### src/rtl/fft_butterfly.sv
// Radix-2 DIT butterfly, three-stage pipeline with valid/ready handshake.
// y0 = a + W*b, y1 = a - W*b, rounded half-up and saturated.
module fft_butterfly #(
   parameter int WIDTH    = 12,
   parameter int FRACTION = 8
) (
   input  logic             clk,
   input  logic             rst_n,
   input  logic             in_valid,
   output logic             in_ready,
   input  logic [WIDTH-1:0] a_re,
   input  logic [WIDTH-1:0] a_im,
   input  logic [WIDTH-1:0] b_re,
   input  logic [WIDTH-1:0] b_im,
   input  logic [1:0]       tw_sel,
   output logic [1:0]       rom_addr,
   input  logic [WIDTH-1:0] w_re,
   input  logic [WIDTH-1:0] w_im,
   output logic             out_valid,
   input  logic             out_ready,
   output logic [WIDTH-1:0] y0_re,
   output logic [WIDTH-1:0] y0_im,
   output logic [WIDTH-1:0] y1_re,
   output logic [WIDTH-1:0] y1_im,
   output logic             sat
);

   localparam int PW = 2 * WIDTH;
   localparam int SW = PW + 1;
   localparam int YW = SW + 2;

   localparam logic [SW:0] RND =
      {{(SW + 1 - FRACTION){1'b0}}, 1'b1, {(FRACTION - 1){1'b0}}};
   localparam logic [YW-1:0] YMAX =
      {{(YW - WIDTH + 1){1'b0}}, {(WIDTH - 1){1'b1}}};
   localparam logic [YW-1:0] YMIN =
      {{(YW - WIDTH + 1){1'b1}}, {(WIDTH - 1){1'b0}}};

   // Full-precision signed product of two WIDTH-bit words.
   function automatic logic [PW-1:0] mul(
      input logic [WIDTH-1:0] x,
      input logic [WIDTH-1:0] y
   );
      logic signed [PW-1:0] xs;
      logic signed [PW-1:0] ys;
      xs = $signed({{WIDTH{x[WIDTH-1]}}, x});
      ys = $signed({{WIDTH{y[WIDTH-1]}}, y});
      return xs * ys;
   endfunction

   // Add half an LSB, then drop the fraction with an arithmetic shift.
   function automatic logic [SW:0] rnd(input logic [SW-1:0] p);
      logic [SW:0] s;
      s = {p[SW-1], p} + RND;
      return $signed(s) >>> FRACTION;
   endfunction

   // Wide sum plus twiddled term, sign-extended to YW bits.
   function automatic logic [YW-1:0] addsub(
      input logic [WIDTH-1:0] a,
      input logic [SW:0]      t,
      input logic             sub
   );
      logic [YW-1:0] ae;
      logic [YW-1:0] te;
      ae = {{(YW - WIDTH){a[WIDTH-1]}}, a};
      te = {t[SW], t};
      return sub ? (ae - te) : (ae + te);
   endfunction

   // Clamp to WIDTH bits; MSB of the result flags a clamp event.
   function automatic logic [WIDTH:0] clamp(input logic [YW-1:0] v);
      logic [WIDTH:0] r;
      if ($signed(v) > $signed(YMAX)) begin
         r = {1'b1, 1'b0, {(WIDTH - 1){1'b1}}};
      end else if ($signed(v) < $signed(YMIN)) begin
         r = {1'b1, 1'b1, {(WIDTH - 1){1'b0}}};
      end else begin
         r = {1'b0, v[WIDTH-1:0]};
      end
      return r;
   endfunction

   logic             en;

   logic             v1_q;
   logic [WIDTH-1:0] a1_re_q, a1_im_q;
   logic [WIDTH-1:0] b1_re_q, b1_im_q;
   logic [WIDTH-1:0] w1_re_q, w1_im_q;

   logic             v2_q;
   logic [WIDTH-1:0] a2_re_q, a2_im_q;
   logic [PW-1:0]    prr_q, pii_q, pri_q, pir_q;
   logic [PW-1:0]    prr_d, pii_d, pri_d, pir_d;

   logic             v3_q;
   logic [WIDTH-1:0] y0_re_q, y0_im_q, y1_re_q, y1_im_q;
   logic [WIDTH-1:0] y0_re_d, y0_im_d, y1_re_d, y1_im_d;
   logic             sat_q, sat_d;

   logic [SW-1:0]    p_re, p_im;
   logic [SW:0]      t_re, t_im;
   logic             s0r, s0i, s1r, s1i;

   assign en        = !(v3_q && !out_ready);
   assign in_ready  = en;
   assign rom_addr  = tw_sel;
   assign out_valid = v3_q;
   assign y0_re     = y0_re_q;
   assign y0_im     = y0_im_q;
   assign y1_re     = y1_re_q;
   assign y1_im     = y1_im_q;
   assign sat       = sat_q;

   // S1: capture operands and the twiddle returned for rom_addr.
   always_ff @(posedge clk or negedge rst_n) begin
      if (!rst_n) begin
         v1_q    <= 1'b0;
         a1_re_q <= '0;
         a1_im_q <= '0;
         b1_re_q <= '0;
         b1_im_q <= '0;
         w1_re_q <= '0;
         w1_im_q <= '0;
      end else if (en) begin
         v1_q    <= in_valid;
         a1_re_q <= a_re;
         a1_im_q <= a_im;
         b1_re_q <= b_re;
         b1_im_q <= b_im;
         w1_re_q <= w_re;
         w1_im_q <= w_im;
      end
   end

   // S2 next state: the four partial products of W*b.
   always_comb begin
      prr_d = mul(b1_re_q, w1_re_q);
      pii_d = mul(b1_im_q, w1_im_q);
      pri_d = mul(b1_re_q, w1_im_q);
      pir_d = mul(b1_im_q, w1_re_q);
   end

   // S2: register products and carry a forward.
   always_ff @(posedge clk or negedge rst_n) begin
      if (!rst_n) begin
         v2_q    <= 1'b0;
         a2_re_q <= '0;
         a2_im_q <= '0;
         prr_q   <= '0;
         pii_q   <= '0;
         pri_q   <= '0;
         pir_q   <= '0;
      end else if (en) begin
         v2_q    <= v1_q;
         a2_re_q <= a1_re_q;
         a2_im_q <= a1_im_q;
         prr_q   <= prr_d;
         pii_q   <= pii_d;
         pri_q   <= pri_d;
         pir_q   <= pir_d;
      end
   end

   // S3 next state: combine, round, add/subtract and saturate.
   always_comb begin
      p_re = {prr_q[PW-1], prr_q} - {pii_q[PW-1], pii_q};
      p_im = {pri_q[PW-1], pri_q} + {pir_q[PW-1], pir_q};
      t_re = rnd(p_re);
      t_im = rnd(p_im);
      {s0r, y0_re_d} = clamp(addsub(a2_re_q, t_re, 1'b0));
      {s0i, y0_im_d} = clamp(addsub(a2_im_q, t_im, 1'b0));
      {s1r, y1_re_d} = clamp(addsub(a2_re_q, t_re, 1'b1));
      {s1i, y1_im_d} = clamp(addsub(a2_im_q, t_im, 1'b1));
      sat_d = s0r | s0i | s1r | s1i;
   end

   // S3: output register, held while downstream stalls.
   always_ff @(posedge clk or negedge rst_n) begin
      if (!rst_n) begin
         v3_q    <= 1'b0;
         y0_re_q <= '0;
         y0_im_q <= '0;
         y1_re_q <= '0;
         y1_im_q <= '0;
         sat_q   <= 1'b0;
      end else if (en) begin
         v3_q    <= v2_q;
         y0_re_q <= y0_re_d;
         y0_im_q <= y0_im_d;
         y1_re_q <= y1_re_d;
         y1_im_q <= y1_im_d;
         sat_q   <= sat_d;
      end
   end

endmodule
### config.mk
export PLATFORM = sky130hd
export DESIGN_NAME = fft_butterfly
export DESIGN_NICKNAME = d
export VERILOG_FILES = /design/src/rtl/fft_butterfly.sv
export SDC_FILE = /design/constraint.sdc
export NUM_CORES = 2
export LEC_CHECK = 0
export CAP_MARGIN = 20
export CORE_MARGIN = 2
export CORE_UTILIZATION = 25
export DETAILED_ROUTE_END_ITERATION = 10
export GPL_TIMING_DRIVEN = 0
export SYNTH_ARGS = -nofsm -noshare
export SYNTH_HDL_FRONTEND = slang
export SYNTH_SLANG_ARGS = --single-unit
### constraint.sdc
create_clock -name clk -period 5.7 [get_ports clk]
set_input_delay 1.14 -clock clk [delete_from_list [all_inputs] [get_ports clk]]
set_output_delay 1.14 -clock clk [all_outputs]
set_load 0.01 [all_outputs]
* Word-level counts from Yosys, hierarchy flattened
Cells that the tools add are included.
Word-level totals: bits in registers 244, input bits 78, word-level logic and storage cells 54
Cells by class: bitwise gates (word level) 3, magnitude comparators 8, mux-type cells 8, reductions and logical operators 3, multipliers 4, $add $sub $neg 8
Operator list (count):
- $mux W13 | 8
- $mul A12 B12 Y24 | 4
- $gt A27 B12 Y1 const B | 2
- $lt A27 B12 Y1 const B | 2
- $add A25 B9 Y26 const B | 2
- $add A12 B18 Y19 | 2
- $gt A19 B12 Y1 const B | 2
- $lt A19 B12 Y1 const B | 2
- $sub A12 B18 Y19 | 2
- $add A24 B24 Y25 | 1
- $sub A24 B24 Y25 | 1
- $or A1 B1 Y1 | 3
- $logic_not A1 Y1 | 2
- $logic_and A1 B1 Y1 | 1

* Depth between registers and ports, before layout
depth in word-level cells 9, depth in mapped cells 27, depth with buffers taken out 26

* Worst setup path after synthesis
OpenSTA, ideal clock, no wires.
path kind flip-flop to flip-flop, from reg b1_im_q[7], to reg pii_q[22], setup time 0.129 ns, path slack 0.035 ns, clock period less this slack 5.665 ns, arrival 5.536 ns, stages on the path, launching flop included 21, path through dfrtp_1 clkbuf_1 nand2_1 fa_1 inv_1 fa_1 inv_1 fa_1 inv_1 fa_1 fa_1 ha_1 a21o_1 a31oi_1 o21ai_1 o41a_1 a41o_1 or4_1 a31oi_1 xor2_1 o21ai_1
On the way: cells in the longest elaborated chain, start to end 1
Ends and longest elaborated chain:
- start: declaration | line 88 | logic [WIDTH-1:0] b1_re_q, b1_im_q;
- start signal: assignment | line 130 | b1_im_q <= b_im;
- $mul A12 B12 Y24 | line 48 | return xs * ys;
- end signal: assignment | line 159 | pii_q <= pii_d;
- end: declaration | line 93 | logic [PW-1:0] prr_q, pii_q, pri_q, pir_q;
No other way between the ends. A chain may end at the register's enable or synchronous reset.

* Worst setup path after layout
from reg w1_im_q[4], to reg pii_q[22]
On the way: cells in the longest elaborated chain, start to end 1
Ends and longest elaborated chain:
- start: declaration | line 89 | logic [WIDTH-1:0] w1_re_q, w1_im_q;
- start signal: assignment | line 132 | w1_im_q <= w_im;
- $mul A12 B12 Y24 | line 48
No other way between the ends.

==> results.sh <==
export IMPL_ys_flop_type="dfrtp_1"
export IMPL_max_cap_violations=0
export IMPL_synth_seq_area_share_pct=16.8
export IMPL_nets=5511
export IMPL_clk_pin_slew_worst_paths_ps=60
export IMPL_startpoint_type="register"
export IMPL_crit_type="reg -> reg"
export IMPL_vias_per_cell=4.65
export IMPL_end_kind="register"
export IMPL_synth_edff_count=0
export IMPL_wire_per_inst_um=19.1
export IMPL_synth_area_um2=36300
export IMPL_io_pins=131
export IMPL_place_hpwl_mm=95.2
export IMPL_min_period_ps=6050
export IMPL_hold_viol=0
export IMPL_avgSynthCellArea_um2=8.80
export IMPL_synthArstFlopShare_pct=100
export IMPL_drv_slew=0
export IMPL_syn_num_nets=5130
export IMPL_wl_mm=123
export IMPL_slew_headroom_pct=14.7
export IMPL_yosysWarnings=0
export IMPL_tightest_slew_ps=1280
export IMPL_clock_sinks=244
export IMPL_antenna_left=0
export IMPL_clock_latency_ps=580
export IMPL_groute_usage_overall_pct=16.5
export IMPL_setup_viol=20
export IMPL_drtPass1Iterations=6
export IMPL_placement_io_buffers=128
export IMPL_cts_root_buffer_cell="clkbuf_16"
export IMPL_stdcell_count=6440
export IMPL_htreeDepth=2
export IMPL_die_w_um=385
export IMPL_grt_pass1_vias=30100
export IMPL_postLayoutSetupSlackWorst_ps=-349
export IMPL_fillers=14700
export IMPL_synth_top_area_share_pct=30.7
export IMPL_cts_hold_buf=0
export IMPL_numCtsBuffers=34
export IMPL_rsz0062_at_grt="yes"
export IMPL_fin_crit_sh_pct=106
export IMPL_core_rowCount=139
export IMPL_failed_checks="setup timing"
export IMPL_hold_class="reg -> reg"
export IMPL_outcome="finished, violations left"
export IMPL_antenna_found_initial=25
export IMPL_syn2layout_area_growth_pct=26.9
export IMPL_dp_cells=6161
export IMPL_cts_tree="done"
export IMPL_syn_inst=4126
export IMPL_worst_ep_required_time_ps=6110
export IMPL_grt_pass1_wl_mm=185
export IMPL_final_util_pct=32.0
export IMPL_fin_skew_ps=30.3
export IMPL_final_common_cell="nand2_1"
export IMPL_worstReg2RegStart="w1_im_q[4]"
export IMPL_core_um2=144000
export IMPL_cp_startpoint="w1_im_q[4]"
export IMPL_synth_area_leader_cell="fa_1"
export IMPL_max_freq_mhz=165
export IMPL_synth_area_leaders="fa_1 31%, dfrtp_1 17%, ha_1 13%"
export IMPL_overflow=0
export IMPL_grt_start_max_net_pins=108
export IMPL_vias=29900
export IMPL_tns_ps=-2410
export IMPL_min_from="prr_q[0]"
export IMPL_synthDistinctLibCells=80
export IMPL_worstPathMaxFanout=3
export IMPL_drt_iter0_drc=2419
export IMPL_drive_above_1_share_pct=17.1
export IMPL_dieArea_um2=148000
export IMPL_worstPathArrival_ps=6460
export IMPL_start_util_pct=25.2
export IMPL_drt_drc_violations_left=0
export IMPL_chipHeight_um=385
export IMPL_ys_ff_latch=244
export IMPL_final_cell_mix="741 x nand2_1, 689 x inv_1, 538 x fa_1, 325 x ha_1, 209 x buf_4"
export IMPL_clockBufferDepth=3
export IMPL_gp_congestion=0.913
==> stage by stage <==
step / worst slack, ps / area (µm²) / hold WS (ps)
after floorplan: 35.0 / 36300 / 430
after global placement: -7700 / 40000 / 441
after detailed placement: -1610 / 40100 / 448
after CTS: -360 / 44300 / 462
after global routing: -442 / 46100 / 496
final: -349 / 46100 / 459
==> logic make-up after synthesis <==
logic type               Yosys count  synth area share, %
AND/OR/NAND/NOR                 1376                 17.1
flip-flops                       244                 16.8
buffers and inverters            891                 9.37
AO/OA/AOI/OAI                    500                 8.76
adder cells (fa/ha/maj)          926                 43.4
multiplexers                       6                0.172
XOR/XNOR                         183                 4.41
==> cell type report <==
| cell class | instances | area, µm² | area share, % |
|---|---|---|---|
| clock buffers | 42 | 942 | 2.05 |
| plain buffers | 169 | 1660 | 3.60 |
| diodes | 6 | 15.0 | 0.0326 |
| flip-flops and latches | 244 | 6160 | 13.4 |
| clock inverters | 18 | 201 | 0.437 |
| inverters | 713 | 2690 | 5.83 |
| multi-input cells | 2992 | 28800 | 62.6 |
| well taps | 1903 | 2380 | 5.17 |
| repair buffers | 353 | 3180 | 6.91 |
==> worst paths after layout <==
path                              endpoint  slack (ps)  cells after the start
worst max-delay path             pii_q[22]        -350                     20
worst min-delay path              prr_q[0]         460                      2
worst max register to register   pii_q[22]        -350                     20
worst min register to register    prr_q[0]         460                      2
max in group asynchronous       b1_re_q[9]        3830                      3
min in group asynchronous        y0_re[10]         540                      1
==> synth_stat cells (5+ instances only) <==
library cell  instances
xnor2_1             131
dfrtp_1             244
nor4_1                6
ha_1                370
o21ai_1               8
buf_6                 5
and3_1                9
o31a_1                6
or2_2                 7
or3_1                21
o21ai_0              91
nand4_1               5
nor3_1               40
a41o_1                5
nor2_1              181
and2_1              201
nor2b_1              25
or4_1                 8
o21a_1               22
o21bai_1             22
fa_1                556
a21oi_1             177
inv_1               711
a21boi_0              8
a211oi_1             12
o211ai_1             21
a21o_1               35
clkbuf_1            161
nand3_1              32
o31ai_1              19
a31oi_1              27
nand2_1             764
nand2b_1             65
xor2_1               52
==> what timing repair did <==
item	CTS	global route
resized for setup	524	287
cloned	1	3
pin swaps	96	177
setup endpoints to repair	90	69
setup buffers	141	76
==> sequential cells by signal (all words and copies together) (netlist names) <==
| register | count |
|---|---|
| b1_re_q | 12 |
| y0_re | 12 |
| out_valid | 1 |
| y1_re | 12 |
| prr_q | 24 |
| pii_q | 24 |
| y0_im | 12 |
| a1_im_q | 12 |
| b1_im_q | 12 |
| w1_im_q | 12 |
| a1_re_q | 12 |
| v2_q | 1 |
| y1_im | 12 |
| pir_q | 24 |
| sat | 1 |
| pri_q | 24 |
| a2_re_q | 12 |
| v1_q | 1 |
| w1_re_q | 12 |
| a2_im_q | 12 |
==> routing by layer <==
| metal | up-vias | global-route usage [%] | wire length, µm |
|---|---|---|---|
| li1 | 13600 | - | - |
| met1 | 15000 | 22.1 | 52400 |
| met2 | 1095 | 25.5 | 53900 |
| met3 | 237 | 4.51 | 11800 |
| met4 | 32 | 5.45 | 4790 |
| met5 | - | 0 | 176 |
==> critical path, cell delays in order (launching register included) <==
cell and delay [ps]:
dfrtp_2 510, clkbuf_16 200, nand2_4 40, fa_1 470, inv_1 50, fa_1 490, inv_2 40, fa_1 500
inv_2 60, fa_1 490, fa_1 580, ha_4 220, a21o_1 200, a31oi_4 170, o21ai_2 100, o41a_1 370
a41o_1 280, or4_4 450, a31oi_4 230, xor2_4 350, o21ai_2 70
Power is left out: the tool's default activity adds up to more than one toggle a clock period on the data nets, which glitch-free logic cannot reach.
